--- config.mk ---
export PLATFORM = sky130hd
export DESIGN_NAME = conv_out_write_coalescer
export DESIGN_NICKNAME = d
export VERILOG_FILES = /design/src/rtl/definitions_pkg.sv /design/src/rtl/conv_wr_fifo.sv /design/src/rtl/conv_out_write_coalescer.sv
export SDC_FILE = /design/constraint.sdc
export NUM_CORES = 1
export LEC_CHECK = 0
export BUFFER_PORTS_ARGS = -buffer_cell sky130_fd_sc_hd__buf_2
export CORE_MARGIN = 2
export CORE_UTILIZATION = 41
export CTS_CLUSTER_SIZE = 25
export DETAILED_ROUTE_END_ITERATION = 16
export PLACE_DENSITY = 0.65
export SLEW_MARGIN = 20
export SYNTH_ARGS = -nofsm -noshare
export SYNTH_HDL_FRONTEND = slang
export SYNTH_SLANG_ARGS = --single-unit
--- constraint.sdc ---
create_clock -name clock -period 12.7 [get_ports clock]
set_clock_uncertainty 0.15 [all_clocks]
set_input_delay 0.635 -clock clock [delete_from_list [all_inputs] [get_ports clock]]
set_output_delay 0.635 -clock clock [all_outputs]
set_load 0.01 [all_outputs]
--- src/rtl/definitions_pkg.sv ---
// Shared types and constants for the convolution output write path.
// The coalescer defaults its parameters to the constants declared here.
package definitions_pkg;

  localparam int unsigned COMPUTING_GROUP_SIZE = 16;
  localparam int unsigned FEATURE_W            = 8;
  localparam int unsigned MEM_ADDR_W           = 32;
  localparam int unsigned WRC_DEPTH            = 8;
  localparam int unsigned WRC_MAX_BURST        = 4;
  localparam int unsigned WRC_ACK_W            = 4;

  typedef logic [FEATURE_W-1:0]              s_feature_t;
  typedef logic [MEM_ADDR_W-1:0]             mem_addr_t;
  typedef logic [$clog2(WRC_MAX_BURST)-1:0]  burst_len_t;

  typedef enum logic [1:0] {
    WRC_IDLE,
    WRC_REQ,
    WRC_DATA
  } wrc_state_t;

  typedef struct packed {
    mem_addr_t                                addr;
    s_feature_t [COMPUTING_GROUP_SIZE-1:0]    data;
    logic                                     inst;
  } wrc_entry_t;

  // An address that starts a new MAX_BURST-aligned block may not join a run.
  function automatic logic isBurstBoundary(input mem_addr_t a);
    return a[$clog2(WRC_MAX_BURST)-1:0] == '0;
  endfunction

endpackage

--- src/rtl/conv_wr_fifo.sv ---
// Synchronous FIFO of write-coalescer entries with an occupancy count and
// a look-ahead view of the first PEEK entries starting at the head.
module conv_wr_fifo
  import definitions_pkg::*;
#(
  parameter int unsigned DEPTH = WRC_DEPTH,
  parameter int unsigned PEEK  = WRC_MAX_BURST
) (
  input  logic                    clock,
  input  logic                    reset,
  input  logic                    pushEn,
  input  wrc_entry_t              pushEntry,
  input  logic                    popEn,
  output logic [$clog2(DEPTH):0]  count,
  output wrc_entry_t              peek [PEEK]
);

  localparam int unsigned PW = $clog2(DEPTH);

  wrc_entry_t    mem [DEPTH];
  logic [PW-1:0] rdPtr;
  logic [PW-1:0] wrPtr;
  logic          full;
  logic          empty;
  logic          doPush;
  logic          doPop;

  assign full   = count == (PW+1)'(DEPTH);
  assign empty  = count == '0;
  assign doPop  = popEn && !empty;
  // A pop in the same cycle frees the slot, so a push at full is still accepted.
  assign doPush = pushEn && (!full || doPop);

  always_ff @(posedge clock or posedge reset) begin
    if (reset) begin
      rdPtr <= '0;
      wrPtr <= '0;
      count <= '0;
    end else begin
      if (doPush) wrPtr <= wrPtr + 1'b1;
      if (doPop)  rdPtr <= rdPtr + 1'b1;
      count <= count + (PW+1)'(doPush) - (PW+1)'(doPop);
    end
  end

  always_ff @(posedge clock) begin
    if (doPush) mem[wrPtr] <= pushEntry;
  end

  always_comb begin
    for (int unsigned i = 0; i < PEEK; i++) begin
      peek[i] = mem[rdPtr + PW'(i)];
    end
  end

endmodule

--- src/rtl/conv_out_write_coalescer.sv ---
// Buffers convolution output beats and merges consecutive addresses into
// memory write bursts. Define CONV_WR_COALESCE_EN to enable run coalescing.
module conv_out_write_coalescer
  import definitions_pkg::*;
#(
  parameter int unsigned CG_SIZE   = COMPUTING_GROUP_SIZE,
  parameter int unsigned FEAT_W    = FEATURE_W,
  parameter int unsigned ADDR_W    = MEM_ADDR_W,
  parameter int unsigned DEPTH     = WRC_DEPTH,
  parameter int unsigned MAX_BURST = WRC_MAX_BURST,
  parameter int unsigned ACK_W     = WRC_ACK_W
) (
  input  logic                          clock,
  input  logic                          reset,
  input  logic                          pwrite_enable,
  input  logic [ADDR_W-1:0]             pwrite_addr,
  input  logic [CG_SIZE*FEAT_W-1:0]     pwrite_data,
  input  logic                          pwrite_setNextInst,
  output logic                          pwrite_isWritable,
  output logic                          mem_req_valid,
  input  logic                          mem_req_ready,
  output logic [ADDR_W-1:0]             mem_req_addr,
  output logic [$clog2(MAX_BURST)-1:0]  mem_req_len,
  output logic                          mem_wdata_valid,
  input  logic                          mem_wdata_ready,
  output logic [CG_SIZE*FEAT_W-1:0]     mem_wdata,
  output logic                          mem_wdata_last,
  input  logic                          mem_wr_ack,
  output logic                          inst_done,
  output logic                          busy
);

  localparam int unsigned LB = $clog2(MAX_BURST);
  localparam int unsigned CW = $clog2(DEPTH) + 1;
`ifdef CONV_WR_COALESCE_EN
  localparam int unsigned SCAN = MAX_BURST;
`else
  localparam int unsigned SCAN = 1;
`endif

  wrc_state_t       state;
  wrc_state_t       nextState;
  wrc_entry_t       pushEntry;
  wrc_entry_t       peek [SCAN];
  logic [CW-1:0]    fifoCount;
  logic             fifoEmpty;
  logic             runFinal;
  burst_len_t       runLen;
  mem_addr_t        reqAddr;
  burst_len_t       reqLen;
  burst_len_t       beatCnt;
  logic [ACK_W-1:0] outstanding;
  logic             fence;
  logic             startReq;
  logic             reqFire;
  logic             wdataFire;
  logic             lastBeat;
  logic             ackAccepted;
  logic             instDone;

  assign pushEntry = '{addr: pwrite_addr, data: pwrite_data, inst: pwrite_setNextInst};

  conv_wr_fifo #(
    .DEPTH (DEPTH),
    .PEEK  (SCAN)
  ) uFifo (
    .clock     (clock),
    .reset     (reset),
    .pushEn    (pwrite_enable),
    .pushEntry (pushEntry),
    .popEn     (wdataFire),
    .count     (fifoCount),
    .peek      (peek)
  );

  assign fifoEmpty         = fifoCount == '0;
  assign pwrite_isWritable = fifoCount < CW'(DEPTH);

`ifdef CONV_WR_COALESCE_EN
  logic [LB:0] run;
  logic        lastInst;
  logic        scanStop;

  // Contiguous, non-boundary-crossing head entries, ending at an instruction's last beat.
  always_comb begin
    run      = '0;
    lastInst = 1'b0;
    scanStop = 1'b0;
    for (int unsigned i = 0; i < SCAN; i++) begin
      if (!scanStop && CW'(i) < fifoCount &&
          (i == 0 || (peek[i].addr == peek[0].addr + ADDR_W'(i) &&
                      !isBurstBoundary(peek[i].addr)))) begin
        run      = (LB+1)'(i + 1);
        lastInst = peek[i].inst;
        scanStop = peek[i].inst;
      end else begin
        scanStop = 1'b1;
      end
    end
  end

  // Wait for a run to grow only while another contiguous beat may still arrive.
  assign runFinal = (run == (LB+1)'(MAX_BURST)) || (CW'(run) < fifoCount) ||
                    lastInst || !pwrite_enable;
  assign runLen   = LB'(run - 1'b1);
`else
  assign runFinal = 1'b1;
  assign runLen   = '0;
`endif

  assign startReq    = (state == WRC_IDLE) && !fifoEmpty && !fence && runFinal &&
                       (outstanding != '1);
  assign reqFire     = (state == WRC_REQ) && mem_req_ready;
  assign wdataFire   = (state == WRC_DATA) && mem_wdata_ready;
  assign lastBeat    = beatCnt == reqLen;
  assign ackAccepted = mem_wr_ack && (outstanding != '0);
  assign instDone    = (state == WRC_IDLE) && fence && (outstanding == '0);

  always_ff @(posedge clock or posedge reset) begin
    if (reset) state <= WRC_IDLE;
    else       state <= nextState;
  end

  always_comb begin
    nextState = state;
    unique case (state)
      WRC_IDLE: if (startReq)                    nextState = WRC_REQ;
      WRC_REQ:  if (mem_req_ready)               nextState = WRC_DATA;
      WRC_DATA: if (mem_wdata_ready && lastBeat) nextState = WRC_IDLE;
      default:                                   nextState = WRC_IDLE;
    endcase
  end

  always_comb begin
    mem_req_valid   = state == WRC_REQ;
    mem_wdata_valid = state == WRC_DATA;
    mem_wdata_last  = (state == WRC_DATA) && lastBeat;
    mem_wdata       = (state == WRC_DATA) ? peek[0].data : '0;
    inst_done       = instDone;
    busy            = !fifoEmpty || (state != WRC_IDLE) || (outstanding != '0);
  end

  assign mem_req_addr = reqAddr;
  assign mem_req_len  = reqLen;

  always_ff @(posedge clock or posedge reset) begin
    if (reset) begin
      reqAddr     <= '0;
      reqLen      <= '0;
      beatCnt     <= '0;
      outstanding <= '0;
      fence       <= 1'b0;
    end else begin
      if (startReq) begin
        reqAddr <= peek[0].addr;
        reqLen  <= runLen;
        beatCnt <= '0;
      end
      if (wdataFire) beatCnt <= beatCnt + 1'b1;
      if (wdataFire && peek[0].inst) fence <= 1'b1;
      else if (instDone)             fence <= 1'b0;
      unique case ({reqFire, ackAccepted})
        2'b10:   outstanding <= outstanding + 1'b1;
        2'b01:   outstanding <= outstanding - 1'b1;
        default: outstanding <= outstanding;
      endcase
    end
  end

  pushWhileFull: assert property (@(posedge clock) disable iff (reset)
    !(pwrite_enable && !pwrite_isWritable && !wdataFire));

  ackWithoutBurst: assert property (@(posedge clock) disable iff (reset)
    !(mem_wr_ack && outstanding == '0));

endmodule

==> impl_metrics.py <==
metrics = {
    "logic_synthesis": {
        "synth_edf_count": 1288,
        "synth-main-ff-cell": "edfxtp_1",
        "ys_ff_latch": 1339,
        "synth_most_common_cell": "edfxtp_1",
        "synthMuxAreaShare_pct": 17.45,
        "synth_xor_area_share_pct": 0.1890,
        "synth_compound_area_share_pct": 0.4565,
        "synth_top_family_by_area": "multiplexers",
        "synth_area_sq_um": 50980,
        "synth_top_area_share_pct": 75.87,
        "ys_warn_count": 0,
        "ys_seq_area_share_pct": 78.37,
        "ys_async_sr_fraction_pct": 3.809,
        "post_synth_fa_ha_maj_area_fraction_pct": 0.3338,
        "synthCells": 2227,
        "avgSynthCellArea_sq_um": 22.89,
        "yosys.area_share.simple_pct": 1.622,
        "synth_area_leader_cell": "edfxtp_1",
        "netlist_top_cells_count": "edfxtp_1 (1288), mux4_2 (321), mux2i_1 (163)",
        "synth_area_leaders": "edfxtp_1 (76%), mux4_2 (14%), mux2i_1 (3.2%)",
        "synthDistinctLibCells": 33,
    },
    "placed_design": {
        "portBuffers": 332,
        "pre_cts_slack_ns": 7.947,
        "placed_area_sq_um": 54400,
        "globalplace.congestion": 0.7315,
        "hpwlAfterDp_microns": 58170,
    },
    "power_and_ir_drop": {
        "peakVddDrop_uv": 223.9,
        "powerDensity_nw_per_um2": 219.9,
        "p_leak_nw": 20.23,
    },
    "critical_path": {
        "start_kind": "flip-flop",
        "max_stage_delay_ns": 1.03,
        "path_buf_inv": 3,
        "crit_path_frequent_cell": "buf_12",
        "ff2ff_path_depth": 6,
        "crit_arrival_ns": 4.44,
        "cp_cell_sequence": "buf_12 -> buf_12 -> mux4_2 -> mux2i_1 -> nor2_1 -> buf_2",
        "critical_path.top_delay_family": "buffers and inverters",
        "crit_fanout": 102,
        "crit_type": "reg -> out",
        "endpoint_kind": "output port",
        "r2r_end": "uFifo.mem[2][47]",
        "rrSetupSlack_ns": 8.24,
        "crit_required_ns": 11.91,
        "r2r-start": "state[0]",
        "crit_slowest_cell": "dfrtp_4",
    },
    "clock_tree": {
        "h-tree-depth": 4,
        "path_clk_slew_ns": 0.05,
        "cts_buffer_depth": 3,
        "cts.sinks": 1339,
        "cts_buffers": 139,
        "postCtsSetupBuffers": 0,
        "clock_latency_ns": 0.76,
        "root_buffer": "clkbuf_16",
        "tritoncts": "yes",
    },
    "final_layout": {
        "final_core_util_pct": 49.09,
        "syn2layout_area_growth_pct": 18.89,
        "fin_nets": 2974,
        "layout-drive-gt1-share_pct": 31.21,
        "final_area_sq_um": 60610,
        "num-fill-cells": 9945,
    },
    "die": {
        "rows": 129,
        "dieArea_sq_um": 127200,
        "die_w_microns": 356.6,
        "core_sq_um": 123500,
        "initial_utilization_pct": 41.29,
        "io-pin-count": 335,
        "die_h_microns": 356.6,
    },
    "grt": {
        "grt_max_degree": 133,
        "antenna_found_initial": 11,
        "globalRouteOverflowTotal": 0,
        "grt_pass1_wl_microns": 162900,
        "first_global_vias": 25690,
        "grt_use_total_pct": 17.31,
    },
    "sta": {
        "setup_ws_ns": 7.477,
        "setup-violations-final": 0,
        "whs_ns": 0.3198,
        "rsz0062_at_grt": "no",
        "drv_slew": 0,
        "tightestPinTransition_ns": 1.058,
        "tns_ns": 0,
        "clock.fmax_mhz": 191.5,
        "hold_viol_final": 0,
        "fin_crit_sh_pct": 41.12,
        "relSlewSlack_pct": 29.49,
        "fin_crit_ns": 5.223,
    },
    "detailed_routing": {
        "wl_microns": 110000,
        "firstDrtPassIters": 5,
        "antenna_left": 0,
        "wl_per_cell_microns": 24.16,
        "drc_errors": 0,
        "vias": 24140,
        "routed_via_density": 5.304,
        "drt_iter0_markers": 1965,
    },
    "worst_hold_path": {
        "hold_depth": 2,
        "hold_path.class": "reg -> reg",
        "worstHoldStart": "mem_req_addr[23]",
        "min_to": "mem_req_addr[23]",
    },
    "status": {
        "outcome": "finished, final reports clean",
    },
    "job": {
        "drv_cap": 0,
    },
}
where the power goes:
group / internal, mW / switching (mW) / leakage [nW]
registers: 5.59 / 0.274 / 12.3
clock network: 2.30 / 1.67 / 2.17
logic: 1.59 / 1.90 / 5.75
metal layers:
metal	share of wire, %	vias to the layer above	GRT usage, %
met1	43	12880	23.46
met5	0.075	-	0
met4	1.9	14	4.903
li1	-	10400	-
met2	49	674	28.39
met3	5.8	186	3.714
registers in the layout (all words and copies together), names as in the netlist:
name,count
uFifo.count,4
mem_req_addr,32
state,2
outstanding,4
uFifo.rdPtr,3
uFifo.wrPtr,3
uFifo.mem,1288
fence,1
beatCnt,2
kinds of logic after synthesis:
kind of cell | Yosys count
DFF | 1339
muxes | 487
and+or+nand+nor | 204
buffers and inverters | 129
AOI/OAI and AO/OA | 43
adders and majority gates | 13
xor gates and xnor gates | 11
other | 1
how the worst max path moves through the flow:
stage / startpoint / end / slack [ns] / cells after the start
after floorplan: mem_wdata_ready / uFifo.mem[7][0] / 3.90 / 4
after global placement: mem_wdata_ready / uFifo.mem[2][41] / 8.01 / 7
after detailed placement: mem_wdata_ready / uFifo.mem[2][45] / 7.95 / 7
after CTS: uFifo.rdPtr[0] / mem_wdata[24] / 7.09 / 6
after global routing: uFifo.rdPtr[0] / mem_wdata[39] / 7.01 / 6
final: uFifo.rdPtr[0] / mem_wdata[39] / 7.48 / 6
layout make-up:
| cell class | instances | area [sq um] | area share [%] |
|---|---|---|---|
| Inverter | 15 | 56.30 | 0.09290 |
| Multi-Input combinational cell | 760 | 10300 | 17.00 |
| Sequential cell | 1339 | 39960 | 65.94 |
| Tap cell | 1637 | 2048 | 3.379 |
| Clock inverter | 90 | 873.3 | 1.441 |
| Clock buffer | 166 | 3632 | 5.993 |
| Timing Repair Buffer | 539 | 3715 | 6.129 |
| Antenna cell | 6 | 15.01 | 0.02477 |
worst min-delay path: stages (launching register included):
cell     delay (ns)
dfrtp_1        0.33
nand2_1        0.04
o21ai_0        0.06
what timing repair did:
item | CTS | global route
endpoints found under the hold margin | 1343 | 0
hold buffers | 165 | 0
resized for setup | 0 | 0
through the flow:
step,std cells,power [mW]
global route,4550,13.94
detailed placement,4124,9.478
floorplan,2228,8.580
global placement,4124,9.369
finish,4552,13.33
CTS,4545,13.51
cells in the final DEF (no fill, tap or decap), types with 14 or more instances in the layout:
master         Yosys  routed
dlygate4sd3_1      0     165
dfrtp_1           51      48
nor2_1           138     132
clkbuf_1          29      24
o21ai_0           34      34
clkbuf_16          0     141
nand2_1           42      42
edfxtp_1        1288    1288
mux4_2           321     321
inv_1             15      14
clkinv_1           0      35
clkinv_2           0      18
mux2i_1          163     163
buf_2             46     332
buf_4              9      35
(Power assumes the default switching activity.)
